`src/rtl/fpu_pkg.sv`:
```
// Shared types and constants for the FPU job sequencer and its neighbours.
// The quiet-NaN helper returns a full 64-bit pattern; callers keep the low PRECISION bits.
package fpu_pkg;

    typedef enum logic [1:0] {
        OP_ADD = 2'b00,
        OP_SUB = 2'b01,
        OP_MUL = 2'b10,
        OP_DIV = 2'b11
    } fpu_op_e;

    typedef enum logic [1:0] {
        ST_IDLE,
        ST_START,
        ST_WAIT,
        ST_RESP
    } seq_state_e;

    function automatic logic [63:0] qnan(input int unsigned precision);
        if (precision == 64) begin
            return 64'h7FF8_0000_0000_0000;
        end
        return 64'h0000_0000_7FC0_0000;
    endfunction

endpackage

```
`src/rtl/fpu_job_sequencer.sv`:
```
// Initiator for one FPU: accepts a job, pulses FpuReset, waits for Done (or times out)
// and returns result, tag and timeout status over a valid/ready response channel.
module fpu_job_sequencer
    import fpu_pkg::*;
#(
    parameter int PRECISION      = 32,
    parameter int TAG_W          = 4,
    parameter int START_CYCLES   = 2,
    parameter int TIMEOUT_CYCLES = 64
) (
    input  logic                 Clk,
    input  logic                 Reset,
    input  logic                 CmdValid,
    output logic                 CmdReady,
    input  logic [1:0]           CmdOp,
    input  logic [PRECISION-1:0] CmdA,
    input  logic [PRECISION-1:0] CmdB,
    input  logic [TAG_W-1:0]     CmdTag,
    output logic [PRECISION-1:0] FpuA,
    output logic [PRECISION-1:0] FpuB,
    output logic [1:0]           FpuOp,
    output logic                 FpuReset,
    input  logic [PRECISION-1:0] FpuResult,
    input  logic                 FpuDone,
    output logic                 RspValid,
    input  logic                 RspReady,
    output logic [PRECISION-1:0] RspResult,
    output logic [TAG_W-1:0]     RspTag,
    output logic                 RspTimeout
);

    localparam int WAIT_W  = $clog2(TIMEOUT_CYCLES + 1);
    localparam int START_W = $clog2(START_CYCLES + 1);

    localparam logic [WAIT_W-1:0]    WAIT_LAST  = WAIT_W'(TIMEOUT_CYCLES - 1);
    localparam logic [WAIT_W-1:0]    WAIT_MAX   = '1;
    localparam logic [START_W-1:0]   START_LAST = START_W'(START_CYCLES - 1);
    localparam logic [63:0]          QNAN_FULL  = qnan(PRECISION);
    localparam logic [PRECISION-1:0] QNAN       = QNAN_FULL[PRECISION-1:0];

    seq_state_e           state_q,       state_d;
    logic [PRECISION-1:0] fpu_a_q,       fpu_a_d;
    logic [PRECISION-1:0] fpu_b_q,       fpu_b_d;
    fpu_op_e              fpu_op_q,      fpu_op_d;
    logic                 fpu_reset_q,   fpu_reset_d;
    logic                 rsp_valid_q,   rsp_valid_d;
    logic [PRECISION-1:0] rsp_result_q,  rsp_result_d;
    logic [TAG_W-1:0]     rsp_tag_q,     rsp_tag_d;
    logic                 rsp_timeout_q, rsp_timeout_d;
    logic [START_W-1:0]   start_cnt_q,   start_cnt_d;
    logic [WAIT_W-1:0]    wait_cnt_q,    wait_cnt_d;

    always_ff @(posedge Clk or negedge Reset) begin
        if (!Reset) begin
            state_q       <= ST_IDLE;
            fpu_a_q       <= '0;
            fpu_b_q       <= '0;
            fpu_op_q      <= OP_ADD;
            fpu_reset_q   <= 1'b0;
            rsp_valid_q   <= 1'b0;
            rsp_result_q  <= '0;
            rsp_tag_q     <= '0;
            rsp_timeout_q <= 1'b0;
            start_cnt_q   <= '0;
            wait_cnt_q    <= '0;
        end else begin
            state_q       <= state_d;
            fpu_a_q       <= fpu_a_d;
            fpu_b_q       <= fpu_b_d;
            fpu_op_q      <= fpu_op_d;
            fpu_reset_q   <= fpu_reset_d;
            rsp_valid_q   <= rsp_valid_d;
            rsp_result_q  <= rsp_result_d;
            rsp_tag_q     <= rsp_tag_d;
            rsp_timeout_q <= rsp_timeout_d;
            start_cnt_q   <= start_cnt_d;
            wait_cnt_q    <= wait_cnt_d;
        end
    end

    always_comb begin
        state_d       = state_q;
        fpu_a_d       = fpu_a_q;
        fpu_b_d       = fpu_b_q;
        fpu_op_d      = fpu_op_q;
        fpu_reset_d   = fpu_reset_q;
        rsp_valid_d   = rsp_valid_q;
        rsp_result_d  = rsp_result_q;
        rsp_tag_d     = rsp_tag_q;
        rsp_timeout_d = rsp_timeout_q;
        start_cnt_d   = start_cnt_q;
        wait_cnt_d    = wait_cnt_q;

        case (state_q)
            ST_IDLE: begin
                if (CmdValid) begin
                    fpu_a_d     = CmdA;
                    fpu_b_d     = CmdB;
                    fpu_op_d    = fpu_op_e'(CmdOp);
                    rsp_tag_d   = CmdTag;
                    fpu_reset_d = 1'b1;
                    start_cnt_d = '0;
                    state_d     = ST_START;
                end
            end
            // Done is not looked at here: it may still be high from the previous job.
            ST_START: begin
                if (start_cnt_q == START_LAST) begin
                    fpu_reset_d = 1'b0;
                    wait_cnt_d  = '0;
                    state_d     = ST_WAIT;
                end else begin
                    start_cnt_d = start_cnt_q + 1'b1;
                end
            end
            // Done is tested before the timeout so a coincident Done still delivers a result.
            ST_WAIT: begin
                if (FpuDone) begin
                    rsp_result_d  = FpuResult;
                    rsp_timeout_d = 1'b0;
                    rsp_valid_d   = 1'b1;
                    state_d       = ST_RESP;
                end else if (wait_cnt_q == WAIT_LAST) begin
                    rsp_result_d  = QNAN;
                    rsp_timeout_d = 1'b1;
                    rsp_valid_d   = 1'b1;
                    state_d       = ST_RESP;
                end else if (wait_cnt_q != WAIT_MAX) begin
                    wait_cnt_d = wait_cnt_q + 1'b1;
                end
            end
            ST_RESP: begin
                if (RspReady) begin
                    rsp_valid_d = 1'b0;
                    state_d     = ST_IDLE;
                end
            end
            default: state_d = ST_IDLE;
        endcase
    end

    assign CmdReady   = (state_q == ST_IDLE);
    assign FpuA       = fpu_a_q;
    assign FpuB       = fpu_b_q;
    assign FpuOp      = fpu_op_q;
    assign FpuReset   = fpu_reset_q;
    assign RspValid   = rsp_valid_q;
    assign RspResult  = rsp_result_q;
    assign RspTag     = rsp_tag_q;
    assign RspTimeout = rsp_timeout_q;

endmodule

```
`config.mk`:
```
export PLATFORM = sky130hd
export DESIGN_NAME = fpu_job_sequencer
export DESIGN_NICKNAME = d
export VERILOG_FILES = /design/src/rtl/fpu_pkg.sv /design/src/rtl/fpu_job_sequencer.sv
export SDC_FILE = /design/constraint.sdc
export NUM_CORES = 1
export LEC_CHECK = 0
export ABC_AREA = 1
export ABC_CLOCK_PERIOD_IN_PS = 4000
export BUFFER_PORTS_ARGS = -buffer_cell sky130_fd_sc_hd__buf_2
export CORE_MARGIN = 5
export CORE_UTILIZATION = 30
export CTS_CLUSTER_DIAMETER = 60
export DETAILED_ROUTE_END_ITERATION = 16
export PLACE_DENSITY = 0.64
export SLEW_MARGIN = 20
export SYNTH_ARGS = -nofsm -noshare
export SYNTH_HDL_FRONTEND = slang
export SYNTH_SLANG_ARGS = --single-unit
```
`constraint.sdc`:
```
create_clock -name Clk -period 4 [get_ports Clk]
set_clock_uncertainty 0.1 [all_clocks]
set_input_delay 0.2 -clock Clk [delete_from_list [all_inputs] [get_ports Clk]]
set_output_delay 0.2 -clock Clk [all_outputs]
set_load 0.02 [all_outputs]
```
# After elaboration in Yosys (flattened, before gate mapping)
# Cells that the tools add are included.
[classes] reduce_logical=12 eq_ne=14 muxes=24 addsub=2
[op_table] cell="two-way mux 32 bit" count=2
[op_table] cell="two-way mux 7 bit" count=4
[op_table] cell="two-way mux 2 bit" count=7
[op_table] cell="!= test 2 bit, second input constant" count=7
[op_table] cell="case mux 7 bit (2 select lines)" count=1
[op_table] cell="AND reduction 3 bit" count=3
[op_table] cell="case mux 2 bit (4 select lines)" count=1
[op_table] cell="nonzero test 2 bit" count=4
[op_table] cell="adder 7 x 1 -> 7 bit, second input constant" count=1
[op_table] cell="== test 7 x 6 -> 1 bit, second input constant" count=1
[op_table] cell="!= test 7 bit, second input constant" count=1
[op_table] cell="two-way mux 1 bit" count=6
[op_table] cell="AND reduction 5 bit" count=1
[op_table] cell="== test 2 x 1 -> 1 bit, second input constant" count=2
[op_table] cell="== test 2 bit, second input constant" count=2
[op_table] cell="case mux 1 bit (2 select lines)" count=2
[op_table] cell="case mux 2 bit (2 select lines)" count=1
[op_table] cell="AND reduction 2 bit" count=2
[op_table] cell="AND reduction 4 bit" count=1
[op_table] cell="!= test 3 bit, second input constant" count=1
[op_table] cell="adder 2 x 1 -> 2 bit, second input constant" count=1
[op_table] cell="logical NOT 2 bit" count=1
[totals] out_inout_bits=106 ff_bits=116 elab_cells=63 input_bits=107

# Depth between registers and ports, before layout
# Gate-level depths: netlist of run 1.
[depth] word_depth=5 mapped_depth=10 depth_no_buf=10

# Worst setup path after synthesis of run 1
# Ideal clock, no wire load.
[synth_path] kind="reg2reg" startpoint="reg state_q[0]" endpoint="reg start_cnt_q[1]" n_path_buf=0 t_arrival_ns=1.505 t_required_ns=3.779 path_stages_with_launch=7 setup_slack_ns=2.274 cell_sequence="dfrtp_1 -> inv_1 -> ha_1 -> nand2_1 -> o21ai_0 -> o21ai_0 -> a22o_1"
[synth_between] elab_chain_len=3 word_cells_on_any_way=7
[synth_lines] item="start: declaration" line="fpu_job_sequencer.sv:41" rtl="seq_state_e state_q, state_d;"
[synth_lines] item="start signal: assignment" line="fpu_job_sequencer.sv:67" rtl="state_q <= state_d;"
[synth_lines] item="logical NOT 2 bit *"
[synth_lines] item="net CmdReady" line="fpu_job_sequencer.sv:14" rtl="output logic CmdReady,"
[synth_lines] item="!= test 2 bit (no source line) / nonzero test 2 bit (equally long branches)"
[synth_lines] item="AND reduction 3 bit (no source line)"
[synth_lines] item="end signal: assignment" line="fpu_job_sequencer.sv:76" rtl="start_cnt_q <= start_cnt_d;"
[synth_lines] item="end: declaration" line="fpu_job_sequencer.sv:50" rtl="logic [START_W-1:0] start_cnt_q, start_cnt_d;"
# The timed path passes the listed nets; every way through them passes the cells marked *.
# A chain may end at the register's enable or synchronous reset.

# Final worst setup path of run 1
[layout_path] startpoint="reg state_q[0]" endpoint="reg start_cnt_q[0]"
[layout_between] elab_chain_len=3 word_cells_on_any_way=7
[layout_lines] item="== test 2 x 1 -> 1 bit / logical NOT 2 bit (equally long branches)" line="fpu_job_sequencer.sv:94" rtl="case (state_q)"
[layout_lines] item="!= test 2 bit (no source line) / nonzero test 2 bit (equally long branches)"
[layout_lines] item="AND reduction 3 bit (no source line)"
# Several ways; a longest one is shown, not always the timed one.

==> metrics, run 1 <==
TritonCTS clock tree done; global-route wire length before repair 23,000 um; final worst-path cycle share 0.573; vias per inst 4.24; layout cells sized above 1 0.291; CP startpoint state_q[0]; arrival time at the worst endpoint 2500 ps; worst reg2reg path endpoint start_cnt_q[0]; HPWL Detailed a little under 9000 um; Post-Route Utilization 0.495; Synth Register Bits 116; R2R cell count 8; Net Sw Frac 0.414; Worst slew margin 0.493; initial antenna violation count 0; Reg clk slew, reported paths 60 ps; Vias 4,641; WS Path Type flop to flop; Layout fillers 1,446; DIE AREA about 18,000 um^2; worst r2r src state_q[0]; cell area power density just under 800 nW/um^2; GPL Wtd Cong 0.765; status complete, no violations; P_leak 4.22 nW; Post-Syn Area 4710 um^2; CP endpoint kind flop; final wirelength about 14,000 um; Total Routing Usage GR 0.157; Post-Route Setup TNS 0 ps; clk sinks roughly 120; Core Rows 45; Final nets ~1,000; first-pass iteration count of the detailed router 6; chip width between 100 and 150 um; final setup vio count 0; sequential element share of the synthesized area 0.617; Core Region between 15,000 and 20,000 um^2; register area 2900 um^2; Mapped Cells 552; Max IR drop VDD 0.355 mV; largest net degree at the start of global routing between 70 and 80; grt ovf 0; Routed wire per std cell 13.1 um; Max Fclk 436 MHz; Port-buffer cells 212; Root Buffer clkbuf_16; top cells by area, synth dfrtp_1, nand2_1, ha_1, o21ai_0, nor2_1; post-CTS sizing 0; critical path required time around 4200 ps; Hold WC Path Type primary input to flop; Max-Cap Viols 0; CP Max Fanout 72; Clock power frac 0.261; Ys Warns 0; R2R Setup Slk 1710 ps; final count of hold timing violations 0; clk_lat worst skew 400 ps; Tmin final 2290 ps; area of the multi-input gates 1630 um^2; Clock Path Buffers 2; crit path to start_cnt_q[0]; synthesis-to-finish area growth 61.2%; Mapped Nets 666; Internal Power between 0.003 and 0.004 W; Comb pwr share 0.400; cell area after layout around 7600 um^2; CTS Buf Count 17; worst slack, placed between 1500 and 2000 ps; Initial Util 0.307; Critical Path Start Type flop; Worst-Margin Slew 760 ps; Syn Area/Cell 8.53 um^2; H-tree depth 4; Placement Cell Area 5950 um^2; Yosys cell types 21; I/O Pins around 210; RSZ-0062 raised after global routing false; DIE HEIGHT around 140 um; starting DRC count in detailed routing 205; worst setup margin around 1700 ps; DRC 0; Synth top area share 0.617; area leader, netlist dfrtp_1; Slew Limit Fails 0; number of global-route vias before repair 4,676; switching power 0.00243 W; sequential share of power 0.339; ANT nets after route 0
-- per-stage QoR --
step | hold slack (ps) | total power, W | instances
after floorplan | -196 | 0.00345 | 552
after global placement | 127 | 0.00425 | 958
after global routing | 82.6 | 0.00628 | 1093
after detailed placement | 127 | 0.00429 | 958
final | 92.1 | 0.00587 | 1094
after CTS | 84.1 | 0.00594 | 1093
-- synthesized netlist by cell type --
master and number:
nand3_1 5, a21oi_1 4, dfrtp_1 116, buf_1 2, nor2_1 16, ha_1 7
clkbuf_1 7, nand3_2 1, nand2_2 4, nand2_1 338, o31ai_1 1, inv_2 2
buf_2 9, buf_6 3, nand4_1 1, o21ai_1 1, o21ai_0 17, a22o_1 1
nor3b_1 1, inv_1 15, nand2_4 1
-- cell usage in the layout (no fill, tap or decap) --
cell	instances
clkbuf_16	17
dlygate4sd3_1	103
buf_2	211
a21oi_1	4
a22o_1	1
nand3_2	1
nand2_2	5
ha_1	7
o21ai_0	17
dfrtp_1	116
nand2_1	337
diode_2	1
o21ai_1	1
buf_4	5
inv_6	5
nand2_4	1
bufinv_16	2
clkbuf_8	2
inv_1	15
clkinvlp_4	5
nor3b_1	1
nand3_1	5
clkinv_2	1
nand4_1	1
nor2_1	16
o31ai_1	1
inv_2	2
-- area by class of cell --
type / instances / area share
clock buffer: 19 / 0.0597
sequential: 116 / 0.383
tap: 211 / 0.0348
timing repair buffer: 319 / 0.280
clock inverter: 13 / 0.0193
inverter: 17 / 0.00841
multi-input combinational: 398 / 0.215
antenna: 1 / 0.000330
-- cell families (layout without fill, tap and decap cells) --
group           count (synthesis)  in the layout  synth area share
simple gates                  367            367             0.300
flops                         116            116             0.617
buf+inv                        38            368            0.0375
compound gates                 24             24            0.0268
fa+ha+maj                       7              7            0.0186
other cells                     0              1                 0
-- worst max-delay path, cell delays in order (launching register included) --
cell and delay [ps]:
dfrtp_1 390, inv_1 100, ha_1 260, nand2_2 90, buf_4 610, o21ai_0 290
o21ai_0 190, nand2_1 80, o31ai_1 70
-- flip-flops by register name, summed over array words and instances (netlist names), 2 cells and up --
register	cells
start_cnt_q	2
state_q	2
FpuB	32
RspTag	4
FpuA	32
wait_cnt_q	7
FpuOp	2
RspResult	32
-- power groups by stage --
stage	combinational (W)	clock [W]	sequential (W)
after CTS	0.00237	0.00158	0.00199
after floorplan	0.000858	0	0.00260
final	0.00235	0.00153	0.00199
after detailed placement	0.00231	0	0.00198
after global placement	0.00225	0	0.00200
after global routing	0.00259	0.00163	0.00206
-- worst min path at each step --
stage	end	start	slack [ps]	cells after the start
after detailed placement	RspResult[26]	Reset	130	1
after CTS	start_cnt_q[0]	CmdValid	80	3
final	start_cnt_q[0]	CmdValid	90	3
after global routing	start_cnt_q[0]	CmdValid	80	3
after floorplan	FpuA[0]	Reset	-200	0
after global placement	RspResult[27]	Reset	130	1
-- timing repair --
item,4_1_cts,5_1_grt
hold buffers,103,0
setup buffers,0,0
endpoints found under the hold margin,141,0
-- metal layers --
layer	wire length [um]	up-vias	track usage	part of all wire
li1	-	2315	-	-
met1	6250	2114	0.191	0.44
met2	6720	187	0.254	0.47
met3	1090	25	0.0568	0.076
met4	306	0	0.0638	0.021
met5	0	-	0	0
(Power assumes the default switching activity.)
==> run 2, diff against run 1 <==
- ABC_CLOCK_PERIOD_IN_PS: 4000 -> 2000
- PLACE_DENSITY: 0.64 -> 0.66
- clock period: 4 -> 2 ns (I/O delays scaled with it)
==> metrics, run 2 (same netlist as run 1, synthesis figures left out) <==
DIE AREA 18,300 um^2 (unchanged); sequential share of power 0.336 (-0.003); final setup vio count 0 (unchanged); Net Sw Frac 0.412 (-0.00181); register area 2900 um^2 (unchanged); TritonCTS clock tree done; cell area power density 1540 nW/um^2 (+99%); Max IR drop VDD 0.675 mV (+90%); area of the multi-input gates 1630 um^2 (+0.15%); initial antenna violation count 0 (unchanged); Max Fclk 582 MHz (+33%); Crit path max-delay family simple AND/OR/NAND/NOR gates; P_leak 4.27 nW (+1.1%); Post-Route Setup TNS 0 ps (unchanged); Core Rows 45 (unchanged); Placement Cell Area 6030 um^2 (+1.3%); Hold WC Path Type primary input to flop; total power 0.0118 W (+100%); R2R cell count 9 (+1); Reg clk slew, reported paths 60 ps (about the same); Buffers & Inverters on Critical Path 2 (unchanged); Tmin final 1720 ps (-572 ps); Final nets 988 (+0.51%); Initial Util 0.307 (unchanged); cell area after layout 7680 um^2 (+1.2%); arrival time at the worst endpoint 1960 ps (-540 ps); first-pass iteration count of the detailed router 4 (-2); Levels on crit path 9 (+1); Clock power frac 0.258 (-0.003); final count of hold timing violations 0 (unchanged); Routed wire per std cell 12.9 um (-1.5%); Port-buffer cells 212 (unchanged); I/O Pins 213 (unchanged); CP Max Fanout 33 (-54%); GPL Wtd Cong 0.780 (+2.0%); leading cell types in the layout, fill and taps excluded nand2_1, buf_2, dfrtp_1; chip width 135 um (unchanged); switching power 0.00487 W (+100%); critical path required time 2240 ps (-1970 ps); highest routed metal layer met4; global-route wire length before repair 23,400 um (+1.8%); CP endpoint kind flop; Slew Limit Fails 0 (unchanged); DIE HEIGHT 135 um (unchanged); Root Buffer clkbuf_16; DRC 0 (unchanged); Clock Path Buffers 2 (unchanged); met2 wire length 6580 um (-2.1%); Max-Cap Viols 0 (unchanged); R2R Setup Slk 280 ps (-1430 ps); cells along the critical path ha_1 -> nand3_2 -> inv_2 -> nand2_2 -> nand2_2 -> nand2_4 -> buf_4 -> nand2_1 -> nand2_1; HPWL Detailed 9000 um (+1.8%); Vias 4,686 (+0.97%); clk_lat worst skew 400 ps (about the same); CP max stage delay 410 ps (-200 ps); ANT nets after route 0 (unchanged); final wirelength 14,200 um (-1.2%); CTS Buf Count 17 (unchanged); layout cells sized above 1 0.295 (+0.00399); clk sinks 116 (unchanged); Worst path slowest cell dfrtp_1; Comb pwr share 0.406 (+0.006); WS Path Type flop to flop; Layout fillers 1,390 (-3.9%); synthesis-to-finish area growth 63.2%; final hold slack 37.4 ps (-54.8 ps); starting DRC count in detailed routing 175 (-15%); Total Routing Usage GR 0.159 (+0.00176); hold depth 6 (+3); Core Region 15,300 um^2 (unchanged); Critical Path Start Type flop; largest net degree at the start of global routing 56 (-23%); Met1 Routed Length 6110 um (-2.2%); number of global-route vias before repair 4,797 (+2.6%); placed insts 962 (+0.42%); Worst slew margin 0.649 (+0.156); Worst-Margin Slew 527 ps (-233 ps); final worst-path cycle share 0.860 (+0.287); Internal Power 0.00696 W (+100%); ANT cells 0 (-1); met3 routed wirelength 1270 um (+16%); grt ovf 0 (unchanged); status complete, no violations; RSZ-0062 raised after global routing false; H-tree depth 4 (unchanged); vias per inst 4.27 (+0.60%); commonest non-fill, non-tap cell in the layout nand2_1; Non-Filler Instances 1,098 (+0.37%)
==> run 2: cell types whose count changed in the layout (fill, tap and decap cells not counted), sizes merged <==
cell | previous run | this run
dlygate4sd3 | 103 | 104
inv | 22 | 21
clkinvlp | 5 | 3
diode | 1 | 0
clkinv | 1 | 4
buf | 216 | 220
==> run 2: layer usage <==
metal	vias up	track usage
li1	2324	-
met1	2146	0.194
met2	197	0.260
met3	19	0.0553
met4	0	0.0577
met5	-	0
==> run 2: worst register-to-register path: cells and delay by family, from the launching register on <==
family        cells  cell delay [ps]
fa+ha+maj         1              250
flops             1              410
buf+inv           2              370
simple gates      6              530
==> run 2: worst paths after layout <==
check | startpoint | to
min in group asynchronous | Reset | FpuB[2]
worst min register to register | RspResult[15] | RspResult[15]
worst max-delay path | wait_cnt_q[0] | RspResult[13]
worst min-delay path | RspReady | RspValid
worst max register to register | wait_cnt_q[0] | RspResult[13]
max in group asynchronous | Reset | RspResult[15]
==> run 2: stage by stage <==
stage,setup slack [ps],utilization
3_5_place_dp,152,0.394
3_3_place_gp,221,0.394
2_1_floorplan,274,-
6_report,281,0.501
5_1_grt,85.9,0.501
4_1_cts,127,0.501
==> run 2: final cells by class <==
type	instances	area share
Timing Repair Buffer	324	0.288
Clock buffer	19	0.0590
Multi-Input combinational cell	398	0.213
Clock inverter	13	0.0194
Inverter	17	0.00831
Tap cell	211	0.0344
Sequential cell	116	0.378
==> run 2: repair_timing <==
action,CTS,global route
gates resized for setup,0,1
buffers inserted,0,0
hold buffers,104,0
endpoints found under the setup margin,0,7
hold endpoints to repair,185,0
==> run 2: power groups by stage <==
| stage | clock (W) | sequential [W] | combinational (W) |
|---|---|---|---|
| after global placement | 0 | 0.00397 | 0.00457 |
| after detailed placement | 0 | 0.00395 | 0.00468 |
| after CTS | 0.00314 | 0.00396 | 0.00482 |
| final | 0.00305 | 0.00398 | 0.00480 |
| after floorplan | 0 | 0.00519 | 0.00172 |
| after global routing | 0.00325 | 0.00411 | 0.00532 |
